`config.mk`:
```
export PLATFORM = sky130hd
export DESIGN_NAME = powerup_effects_flat
export DESIGN_NICKNAME = d
export VERILOG_FILES = /design/src/rtl/powerup_effects_if.sv /design/src/rtl/powerup_effects.sv /design/src/flat_wrapper.sv
export SDC_FILE = /design/constraint.sdc
export NUM_CORES = 1
export LEC_CHECK = 0
export CORE_MARGIN = 2
export CORE_UTILIZATION = 35
export CTS_CLUSTER_DIAMETER = 100
export DETAILED_ROUTE_END_ITERATION = 6
export PLACE_DENSITY = 0.56
export SETUP_SLACK_MARGIN = 0.02
export SLEW_MARGIN = 20
export SYNTH_ARGS = -nofsm -noshare
export SYNTH_HDL_FRONTEND = slang
export SYNTH_SLANG_ARGS = --single-unit
```
`constraint.sdc`:
```
create_clock -name clock -period 3.8 [get_ports clock]
set_input_delay 0.95 -clock clock [delete_from_list [all_inputs] [get_ports clock]]
set_output_delay 0.95 -clock clock [all_outputs]
set_load 0.05 [all_outputs]
```
`src/rtl/powerup_effects_if.sv`:
```
// powerup_effects_if: power-up pulses in, effect levels, credits and req/ack handshakes out
// master drives pulses, clear, tick, fire and acks; slave (powerup_effects) drives effect levels, counters and requests
interface powerup_effects_if #(
  parameter int SHOT_W = 4
);
  logic clear, tick;
  logic paddle_size, paddle_speed, give_ball, ball_speed, ball_size, ball_display, get_shot, drop_block;
  logic fire, ball_ack, drop_ack;
  logic paddle_wide, paddle_fast, ball_fast, ball_big, ball_hidden;
  logic [SHOT_W-1:0] shots_left;
  logic shot_ready, ball_req, drop_req;
  logic [1:0] balls_pending;
  modport master (
    output clear, tick, paddle_size, paddle_speed, give_ball, ball_speed, ball_size, ball_display,
           get_shot, drop_block, fire, ball_ack, drop_ack,
    input  paddle_wide, paddle_fast, ball_fast, ball_big, ball_hidden, shots_left, shot_ready,
           ball_req, balls_pending, drop_req
  );
  modport slave (
    input  clear, tick, paddle_size, paddle_speed, give_ball, ball_speed, ball_size, ball_display,
           get_shot, drop_block, fire, ball_ack, drop_ack,
    output paddle_wide, paddle_fast, ball_fast, ball_big, ball_hidden, shots_left, shot_ready,
           ball_req, balls_pending, drop_req
  );
endinterface

```
`src/rtl/powerup_effects.sv`:
```
// powerup_effects: turns one-cycle power-up pulses into timed effects, shot budget, ball credits and drop request
// ports: clock, reset (async active-high), bus (slave: pulses/clear/tick/acks in, effects/counters/requests out)
module powerup_effects #(
  parameter int DUR_W      = 10,
  parameter int DURATION   = 600,
  parameter int SHOT_W     = 4,
  parameter int SHOT_COUNT = 8,
  parameter int MAX_BALLS  = 3
) (
  input logic clock,
  input logic reset,
  powerup_effects_if.slave bus
);
  logic [4:0] pulse, active;
  logic [SHOT_W-1:0] shots;
  logic [1:0] balls;
  logic drop;
  assign pulse = {bus.ball_display, bus.ball_size, bus.ball_speed, bus.paddle_speed, bus.paddle_size};
  for (genvar i = 0; i < 5; i++) begin : g_fx
    logic [DUR_W-1:0] t;
    always_ff @(posedge clock or posedge reset)
      if (reset) t <= '0;
      else if (bus.clear) t <= '0;
      else if (pulse[i]) t <= DUR_W'(DURATION);
      else if (bus.tick && t != '0) t <= t - 1'b1;
    assign active[i] = t != '0;
  end
  always_ff @(posedge clock or posedge reset)
    if (reset) shots <= '0;
    else if (bus.clear) shots <= '0;
    else if (bus.get_shot) shots <= SHOT_W'(SHOT_COUNT);
    else if (bus.fire && shots != '0) shots <= shots - 1'b1;
  // give and ack together cancel out, so only one of them alone moves the count
  always_ff @(posedge clock or posedge reset)
    if (reset) balls <= '0;
    else if (bus.clear) balls <= '0;
    else if (bus.give_ball && !bus.ball_ack) balls <= balls == 2'(MAX_BALLS) ? balls : balls + 2'd1;
    else if (bus.ball_ack && !bus.give_ball && balls != '0) balls <= balls - 2'd1;
  // a new drop request outranks an ack arriving in the same cycle
  always_ff @(posedge clock or posedge reset)
    if (reset) drop <= 1'b0;
    else if (bus.clear) drop <= 1'b0;
    else if (bus.drop_block) drop <= 1'b1;
    else if (bus.drop_ack) drop <= 1'b0;
  assign {bus.ball_hidden, bus.ball_big, bus.ball_fast, bus.paddle_fast, bus.paddle_wide} = active;
  assign bus.shots_left = shots;
  assign bus.shot_ready = shots != '0;
  assign bus.balls_pending = balls;
  assign bus.ball_req = balls != '0;
  assign bus.drop_req = drop;
endmodule

```
`src/flat_wrapper.sv`:
```
// flat-port wrapper written by rule: the top's interface ports become plain ports
module powerup_effects_flat 
#(
  parameter int DUR_W      = 10,
  parameter int DURATION   = 600,
  parameter int SHOT_W     = 4,
  parameter int SHOT_COUNT = 8,
  parameter int MAX_BALLS  = 3
)
  (clock, reset, bus_clear, bus_tick, bus_paddle_size, bus_paddle_speed, bus_give_ball, bus_ball_speed, bus_ball_size, bus_ball_display, bus_get_shot, bus_drop_block, bus_fire, bus_ball_ack, bus_drop_ack, bus_paddle_wide, bus_paddle_fast, bus_ball_fast, bus_ball_big, bus_ball_hidden, bus_shots_left, bus_shot_ready, bus_ball_req, bus_balls_pending, bus_drop_req);
  powerup_effects_if #(.SHOT_W(SHOT_W)) bus_i ();
  input logic clock;
  input logic reset;
  input wire logic [$bits(bus_i.clear)-1:0] bus_clear;
  input wire logic [$bits(bus_i.tick)-1:0] bus_tick;
  input wire logic [$bits(bus_i.paddle_size)-1:0] bus_paddle_size;
  input wire logic [$bits(bus_i.paddle_speed)-1:0] bus_paddle_speed;
  input wire logic [$bits(bus_i.give_ball)-1:0] bus_give_ball;
  input wire logic [$bits(bus_i.ball_speed)-1:0] bus_ball_speed;
  input wire logic [$bits(bus_i.ball_size)-1:0] bus_ball_size;
  input wire logic [$bits(bus_i.ball_display)-1:0] bus_ball_display;
  input wire logic [$bits(bus_i.get_shot)-1:0] bus_get_shot;
  input wire logic [$bits(bus_i.drop_block)-1:0] bus_drop_block;
  input wire logic [$bits(bus_i.fire)-1:0] bus_fire;
  input wire logic [$bits(bus_i.ball_ack)-1:0] bus_ball_ack;
  input wire logic [$bits(bus_i.drop_ack)-1:0] bus_drop_ack;
  output wire logic [$bits(bus_i.paddle_wide)-1:0] bus_paddle_wide;
  output wire logic [$bits(bus_i.paddle_fast)-1:0] bus_paddle_fast;
  output wire logic [$bits(bus_i.ball_fast)-1:0] bus_ball_fast;
  output wire logic [$bits(bus_i.ball_big)-1:0] bus_ball_big;
  output wire logic [$bits(bus_i.ball_hidden)-1:0] bus_ball_hidden;
  output wire logic [$bits(bus_i.shots_left)-1:0] bus_shots_left;
  output wire logic [$bits(bus_i.shot_ready)-1:0] bus_shot_ready;
  output wire logic [$bits(bus_i.ball_req)-1:0] bus_ball_req;
  output wire logic [$bits(bus_i.balls_pending)-1:0] bus_balls_pending;
  output wire logic [$bits(bus_i.drop_req)-1:0] bus_drop_req;
  assign bus_i.clear = bus_clear;
  assign bus_i.tick = bus_tick;
  assign bus_i.paddle_size = bus_paddle_size;
  assign bus_i.paddle_speed = bus_paddle_speed;
  assign bus_i.give_ball = bus_give_ball;
  assign bus_i.ball_speed = bus_ball_speed;
  assign bus_i.ball_size = bus_ball_size;
  assign bus_i.ball_display = bus_ball_display;
  assign bus_i.get_shot = bus_get_shot;
  assign bus_i.drop_block = bus_drop_block;
  assign bus_i.fire = bus_fire;
  assign bus_i.ball_ack = bus_ball_ack;
  assign bus_i.drop_ack = bus_drop_ack;
  assign bus_paddle_wide = bus_i.paddle_wide;
  assign bus_paddle_fast = bus_i.paddle_fast;
  assign bus_ball_fast = bus_i.ball_fast;
  assign bus_ball_big = bus_i.ball_big;
  assign bus_ball_hidden = bus_i.ball_hidden;
  assign bus_shots_left = bus_i.shots_left;
  assign bus_shot_ready = bus_i.shot_ready;
  assign bus_ball_req = bus_i.ball_req;
  assign bus_balls_pending = bus_i.balls_pending;
  assign bus_drop_req = bus_i.drop_req;
  powerup_effects #(.DUR_W(DUR_W), .DURATION(DURATION), .SHOT_W(SHOT_W), .SHOT_COUNT(SHOT_COUNT), .MAX_BALLS(MAX_BALLS)) u_core (.clock(clock), .reset(reset), .bus(bus_i));
endmodule
```
==> metrics.md <==
| Metric | Value |
|---|---|
| Layout cells sized above 1 | 0.0896 |
| Slew Limit Fails | 0 |
| Count of final hold-check violations | 0 |
| Switching share of power | 0.300 |
| Most area-hungry cell type in the Yosys netlist | dfrtp_1 |
| CP peak stage delay | 730 ps |
| Max Root-Sink Buffers | 2 |
| Sequential share of power | 0.415 |
| Clock Tree Root | clkbuf_8 |
| Iteration count of the initial detailed-routing pass | 4 |
| Maxcap violations | 0 |
| Clk slew on worst S/H paths | 60 ps |
| Die area | 0.0100 sq mm |
| Worst hold margin | 550 ps |
| Syn-to-layout area delta | 20.4% |
| Die Ht | 100 microns |
| Slew HR | 0.476 |
| Most common cell after layout, fill and taps aside | dfrtp_1 |
| CTS Buf Count | 9 |
| DRC errors left | 0 |
| Number of synthesized flops with an enable pin | 0 |
| Worst path cell trace | inv_1 > ha_1 > or3b_2 > or3_1 > clkdlybuf4s50_1 |
| Hold path start | u_core.g_fx[3].t[9] |
| Worst Hold End | u_core.g_fx[3].t[9] |
| CP Capture Type | output port |
| Final wirelength | 7160 microns |
| Commonest register cell after synthesis | dfrtp_1 |
| Tightest Pin Transition | 783 ps |
| Synth top area share | 0.442 |
| Gate power share | 0.216 |
| Remaining antenna violation count | 0 |
| CP delay by family, top | simple AND/OR/NAND/NOR gates |
| Total of warnings raised by yosys | 0 |
| Detailed-route wire length per cell | 14.0 microns |
| Slowest CP cell | clkdlybuf4s50_1 |
| Final-report setup violation count | 0 |
| Vias | 2746 |
| Cell count after synthesis | 361 |
| Worst-case vdd ir drop | 0.165 mV |
| First-pass GRT wire length | 12400 microns |
| Iter 0 DRT Violations | 133 |
| Remaining Overflow, GRT | 0 |
| Psw | 0.496 mW |
| Clk pwr share | 0.369 |
| WS Path Type | reg -> out |
| Placer Congestion | 0.839 |
| Data required, critical path | 2850 ps |
| Worst-Skew Late Latency | 340 ps |
| Unique cell type count in the Yosys netlist | 51 |
| Top post-synthesis cells by area | dfrtp_1 (44%), a21oi_1 (6.7%), nor2_1 (4.5%) |
| Syn Nets | 383 |
| Die width | 100 microns |
| Most frequent cells in the layout | dfrtp_1 (57), a21oi_1 (43), nor2_1 (39) |
| Sequential cell area fraction in the yosys report | 0.442 |
| Post-CTS Setup Inserts | 0 |
| Pint | 1.16 mW |
| Hold path cells | 2 |
| CP Buf/Inv Count | 2 |
| Worst Path Max Fanout | 5 |
| DR vias/cell | 5.35 |
| Dpl hpwl | 5110 microns |
| H-tree Lvls | 3 |
| Mean Syn Cell Area | 8.93 sq um |
| Number of top-level pins | 29 |
| R2r endpoint | u_core.g_fx[0].t[1] |
| Final Core Density | 0.426 |
| Setup TNS | 0 ps |
| R2R Setup Slk | 1740 ps |
| Final setup margin | 213 ps |
| Synth Register Bits | 57 |
| GRT Total Usage | 0.155 |
| Number of global-route vias before repair | 2689 |
| Pre-CTS WS | 489 ps |
| Outcome | finished, final reports clean |
| Rows | 35 |
| Fin crit period | 3590 ps |
| Starting Density | 0.354 |
| Largest net degree at the start of global routing | 25 |
| Unrepaired setup endpoints after global routing | false |
| R2r worst-path depth | 6 |
| # port buffers | 28 |
| Asr flop ratio synth | 1.00 |
| Filler instances | 909 |
| Clock Sinks | 57 |
| Startpoint class of the critical path | flip-flop |
| Ant diodes | 0 |
| Hold Path Class | reg -> reg |
| CTS tree | built |
| Core area | 0.00911 sq mm |
| Lkg Pwr | 1.66 nW |
| Total power | 1.66 mW |
| Initial antenna violation count | 0 |
| Worst Clk Skew | 8.73 ps |
| Fmax | 279 MHz |
| Critical Path AT | 2640 ps |
| Reg2reg start | u_core.g_fx[0].t[0] |
| Pwr Density | 427 mW/mm^2 |
| Ratio of final minimum period to clock period | 0.944 |
| Nets@finish | 420 |
| Synthesized area | 0.00322 sq mm |
==> synth_stat cells (all sizes together) (3+ instances only) <==
cell type / count
nand4: 4
a21oi: 43
nand3: 9
nor4: 5
nor3: 10
inv: 31
a31o: 4
o21ai: 12
xnor2: 12
nor2: 39
nand2: 22
a31oi: 9
dfrtp: 57
clkbuf: 8
or2: 10
or3b: 3
or4: 6
o31ai: 6
ha: 7
a211oi: 4
or4b: 6
or3: 11
nor2b: 3
o21a: 4
mux2i: 5
nand4b: 3
o41ai: 4
nand4bb: 3
==> state kept, by name, indices dropped and copies added (netlist names) <==
| signal | count |
|---|---|
| u_core.bus.shots_left | 4 |
| u_core.bus.balls_pending | 2 |
| u_core.g_fx.t | 50 |
| u_core.bus.drop_req | 1 |
==> area by class of cell <==
| cell class | count | area (sq um) | share of cell area |
|---|---|---|---|
| tap | 111 | 139 | 0.0358 |
| clock buffer | 13 | 179 | 0.0461 |
| multi-input combinational | 263 | 1640 | 0.423 |
| sequential | 57 | 1430 | 0.368 |
| inverter | 31 | 116 | 0.0300 |
| clock inverter | 2 | 35.0 | 0.00903 |
| timing repair buffer | 36 | 343 | 0.0883 |
==> cell families (layout without fill, tap and decap cells) <==
group	Yosys count	in the layout	share of synthesized area
multiplexers	6	6	0.0190
AND/OR/NAND/NOR	142	142	0.246
XOR/XNOR	14	14	0.0380
flip-flops	57	57	0.442
adder cells (fa/ha/maj)	7	7	0.0272
buffers and inverters	41	82	0.0481
AO/OA/AOI/OAI	94	94	0.179
==> metrics by stage <==
step / area [sq um] / cells
CTS: 3880 / 513
global route: 3880 / 513
global placement: 3660 / 498
detailed placement: 3660 / 498
finish: 3880 / 513
floorplan: 3220 / 361
==> worst max path at each step <==
stage | start | end | cells past startpoint
after CTS | u_core.g_fx[2].t[0] | bus_ball_fast | 6
final | u_core.g_fx[0].t[0] | bus_paddle_wide | 5
after global routing | u_core.g_fx[0].t[0] | bus_paddle_wide | 5
after floorplan | u_core.g_fx[2].t[0] | bus_ball_fast | 5
after detailed placement | u_core.g_fx[2].t[0] | bus_ball_fast | 6
after global placement | u_core.g_fx[2].t[0] | bus_ball_fast | 6
==> what timing repair did <==
item | in CTS | in global routing
resized for setup | 0 | 1
hold buffers | 0 | 0
setup endpoints to repair | 0 | 1
==> worst min-delay path: cells and delay by family, from the launching register on <==
family | cells | cell delay, ps
flip-flops | 1 | 380
AO/OA/AOI/OAI | 2 | 120
==> power groups by stage <==
| stage | Sequential [mW] | Clock [mW] | Combinational, mW |
|---|---|---|---|
| 6_report | 0.688 | 0.611 | 0.358 |
| 2_1_floorplan | 0.700 | 0 | 0.248 |
| 3_5_place_dp | 0.697 | 0 | 0.358 |
| 4_1_cts | 0.687 | 0.634 | 0.359 |
| 3_3_place_gp | 0.696 | 0 | 0.356 |
| 5_1_grt | 0.694 | 0.662 | 0.399 |
==> per-layer routing <==
layer,part of all wire,track usage
met3,0.028,0.0404
met4,0.015,0.0569
met5,0,0
met1,0.47,0.201
met2,0.48,0.252
No activity file was read; power rests on OpenSTA's default activity.
